==> src/rtl/alu_pkg.sv <==
// Shared widths and opcode encodings for the EX-stage ALU.
package alu_pkg;

  localparam int XLEN = 32;
  localparam int OPW  = 6;

  localparam logic [OPW-1:0] ALU_ADD = 6'b000000;
  localparam logic [OPW-1:0] ALU_SUB = 6'b000001;
  localparam logic [OPW-1:0] ALU_AND = 6'b000010;
  localparam logic [OPW-1:0] ALU_OR  = 6'b000011;
  localparam logic [OPW-1:0] ALU_SLT = 6'b000100;
  localparam logic [OPW-1:0] ALU_MUL = 6'b000101;

endpackage

==> src/rtl/alu_core.sv <==
// Combinational ALU function f(a, b, op); unknown opcodes produce zero.
module alu_core
  import alu_pkg::*;
(
  input  logic [XLEN-1:0] a,
  input  logic [XLEN-1:0] b,
  input  logic [OPW-1:0]  op,
  output logic [XLEN-1:0] result
);

  // The low word of a product is identical for signed and unsigned operands.
  logic [XLEN-1:0] mul_lo;
  assign mul_lo = a * b;

  always_comb begin
    result = '0;
    case (op)
      ALU_ADD: result = a + b;
      ALU_SUB: result = a - b;
      ALU_AND: result = a & b;
      ALU_OR:  result = a | b;
      ALU_SLT: result = ($signed(a) < $signed(b)) ? 32'd1 : 32'd0;
      ALU_MUL: result = mul_lo;
      default: result = '0;
    endcase
  end

endmodule

==> src/rtl/alu_operations_five.sv <==
// Two-stage registered ALU: stage 1 captures operands on load, stage 2
// registers the result one edge later and holds it until the next capture.
module alu_operations_five
  import alu_pkg::*;
(
  input  logic                    clk,
  input  logic                    rst_n,
  input  logic                    load,
  input  logic signed [XLEN-1:0]  ID_EX_A,
  input  logic signed [XLEN-1:0]  ID_EX_B,
  input  logic [OPW-1:0]          opcode,
  output logic signed [XLEN-1:0]  ALU_result
);

  logic [XLEN-1:0] a_q;
  logic [XLEN-1:0] b_q;
  logic [OPW-1:0]  op_q;
  logic            valid_q;
  logic [XLEN-1:0] core_result;

  alu_core u_core (
    .a      (a_q),
    .b      (b_q),
    .op     (op_q),
    .result (core_result)
  );

  // valid_q marks a fresh capture, so each capture writes the output once.
  always_ff @(posedge clk or negedge rst_n) begin
    if (!rst_n) begin
      a_q        <= '0;
      b_q        <= '0;
      op_q       <= '0;
      valid_q    <= 1'b0;
      ALU_result <= '0;
    end else begin
      valid_q <= load;
      if (load) begin
        a_q  <= ID_EX_A;
        b_q  <= ID_EX_B;
        op_q <= opcode;
      end
      if (valid_q) begin
        ALU_result <= core_result;
      end
    end
  end

endmodule

==> config.mk <==
export PLATFORM = sky130hd
export DESIGN_NAME = alu_operations_five
export DESIGN_NICKNAME = d
export VERILOG_FILES = /design/src/rtl/alu_pkg.sv /design/src/rtl/alu_core.sv /design/src/rtl/alu_operations_five.sv
export SDC_FILE = /design/constraint.sdc
export NUM_CORES = 2
export LEC_CHECK = 0
export ABC_AREA = 1
export BUFFER_PORTS_ARGS = -buffer_cell sky130_fd_sc_hd__buf_2
export CAP_MARGIN = 40
export CORE_ASPECT_RATIO = 1.75
export CORE_MARGIN = 1
export CORE_UTILIZATION = 30
export CTS_CLUSTER_SIZE = 24
export DETAILED_ROUTE_END_ITERATION = 10
export PLACE_DENSITY = 0.47
export SLEW_MARGIN = 10
export SYNTH_ARGS = -nofsm -noshare
export SYNTH_HDL_FRONTEND = slang
export SYNTH_SLANG_ARGS = --single-unit
==> constraint.sdc <==
create_clock -name clk -period 16.93 [get_ports clk]
set_clock_uncertainty 0.15 [all_clocks]
set_input_delay 3.386 -clock clk [delete_from_list [all_inputs] [get_ports clk]]
set_output_delay 3.386 -clock clk [all_outputs]
set_load 0.01 [all_outputs]
==> metrics.yaml <==
run_status:
  status: "finished, final reports clean"
floorplanning:
  num_rows: 141
  io_pins: 105
  initial_core_util_pct: 30.4
  die_h_microns: 390
  die_width_microns: 224
  core_area_sq_um: 84700
  die_area_sq_um: 87200
detailed_routing:
  wl_per_cell_microns: 21.5
  firstDrtPassIters: 5
  drt-initial-drc-count: 1261
  vias: 22800
  ant_nets: 0
  drc_errors: 0
  routed_wirelength_microns: 101000
  viasPerCell: 4.85
cts:
  numCtsBuffers: 9
  clock_latency_ps: 430
  postCtsSetupRepairBufs: 0
  cts_tree: "yes"
  clock-sinks: 103
  cts_buffer_depth: 2
  root_buffer: "clkbuf_16"
  ctsResizeCount: 0
  cts_hold_buf: 0
  h-tree-depth: 3
  clk_pin_slew_ps: 90
timing:
  min_period_over_period_pct: 45.3
  rsz0062_at_grt: "no"
  finalSetupTns_ps: 0
  setup_viol: 0
  fmax_mhz: 130
  maxSlewViolCount: 0
  max_slew_margin_pct: 25.6
  whs_ps: 339
  worst_pin_slew_ps: 1120
  hold_viol_final: 0
  timing.final.crit_period_ps: 7670
yosys:
  synth_top_area_cell: "fa_1"
  synthTopCellsByArea: "fa_1, nand2_1, inv_1, ha_1, dfrtp_1"
  syn-num-nets: 4313
  postSynthAreaPerCell_sq_um: 7.14
  ys_seq_elements: 103
  synth-seq-area-share_pct: 10.0
  yosysTopAreaCellShare_pct: 31.8
  syn_area_sq_um: 25800
  synthDistinctLibCells: 52
  ys_async_sr_fraction_pct: 100
  yosys_warnings: 0
  syn_inst: 3611
  synth_edf_count: 0
  synth-main-ff-cell: "dfrtp_1"
placed_design:
  portBuffers: 104
  globalplace.congestion: 0.967
  dp_hpwl_microns: 82900
global_routing:
  grt_use_total_pct: 24.0
  grt_pass1_wl_microns: 153000
  grt_max_degree: 82
  antenna_found_initial: 2
  grt_overflow_total: 0
  grt_pass1_vias: 24600
hold_path:
  hold_start: "ALU_result[29]"
  min_path_type: "reg2reg"
worst_setup_path:
  worstSetupPathType: "reg2reg"
  r2r_start: "a_q[9]"
  cp-end-kind: "flip-flop"
  cp.required_ps: 17090
  arrival_ps: 7830
  startpoint: "a_q[9]"
  critPathMaxFanout: 20
  start_kind: "flip-flop"
  rrSetupSlack_ps: 9260
finish:
  antennaDiodeCount: 0
  layout-drive-gt1-share_pct: 6.14
  nets: 4327
  final_cell_mix: "nand2_1, inv_1, fa_1"
  areaGrowthSynthToFinish_pct: 7.33
  layout_commonest_cell: "nand2_1"
run:
  maxCapViolCount: 0
-- final timing paths --
check	endpoint	depth (start not counted)
setup reg to reg	ALU_result[24]	24
hold / removal	ALU_result[29]	2
min in group asynchronous	b_q[2]	1
max in group asynchronous	a_q[27]	2
hold reg to reg	ALU_result[29]	2
setup / recovery	ALU_result[24]	24
-- per-stage QoR --
step           setup slack [ps]  util, %  instance area [sq um]  std cells
5_1_grt                    8950     32.7                  27700       4702
4_1_cts                    9220     32.7                  27700       4702
3_5_place_dp               9280     32.3                  27400       4686
6_report                   9260     32.7                  27700       4702
2_1_floorplan             10070        -                  25800       3611
3_3_place_gp               9270     32.3                  27400       4684
-- cell type report --
class                      instances  area [sq um]
tap                             1072          1340
timing repair buffer             158           925
clock inverter                     6          57.6
multi-input combinational       2400         19000
fill                            9381         57000
inverter                         953          3580
clock buffer                      10           229
sequential                       103          2580
-- flip-flops by register name, summed over array words and instances (netlist names) --
name        count
ALU_result     32
op_q            6
a_q            32
b_q            32
valid_q         1
-- cell families after synthesis --
family | count (synthesis) | share of synthesized area [%]
muxes | 3 | 0.131
and+or+nand+nor | 1290 | 20.3
buffers and inverters | 1108 | 16.4
adders and majority gates | 629 | 42.5
xor gates and xnor gates | 28 | 0.951
DFF | 103 | 10.0
AOI/OAI and AO/OA | 450 | 9.73
-- metal layers --
metal  vias to the layer above  share of wire, %  track usage [%]
met5                         -             0.013                0
met4                         2               5.7             12.5
met3                       194               2.9             1.95
met2                       547                54             46.3
met1                     11400                37             25.6
li1                      10700                 -                -
-- cell usage after synthesis (12+ instances only) --
master,instances
a21oi_1,154
nand3_1,102
nor3_1,16
o21ai_0,182
ha_1,219
o21bai_1,14
inv_1,942
fa_1,410
dfrtp_1,103
nand4_1,23
nor2_1,137
buf_1,22
xor2_1,17
clkbuf_1,85
o221ai_1,12
nand2_1,970
buf_2,41
o21ai_1,26
-- worst max-delay path: stages (launching register included) --
cell and delay [ps]:
dfrtp_1 450, buf_4 350, ha_1 240, inv_1 150, fa_1 410, inv_1 80, fa_1 430, fa_1 540
inv_1 50, fa_1 470, inv_1 50, fa_1 470, fa_1 570, fa_1 450, fa_1 480, ha_1 360
a21oi_1 230, o21ai_0 160, a21oi_1 290, nand3_1 320, a21o_1 260, o21ai_0 270, nand3_1 110, o21ai_1 140
nand2_1 60
Power is not shown: default switching activity piles up to over one toggle a cycle in this logic, so the estimate is an artifact.
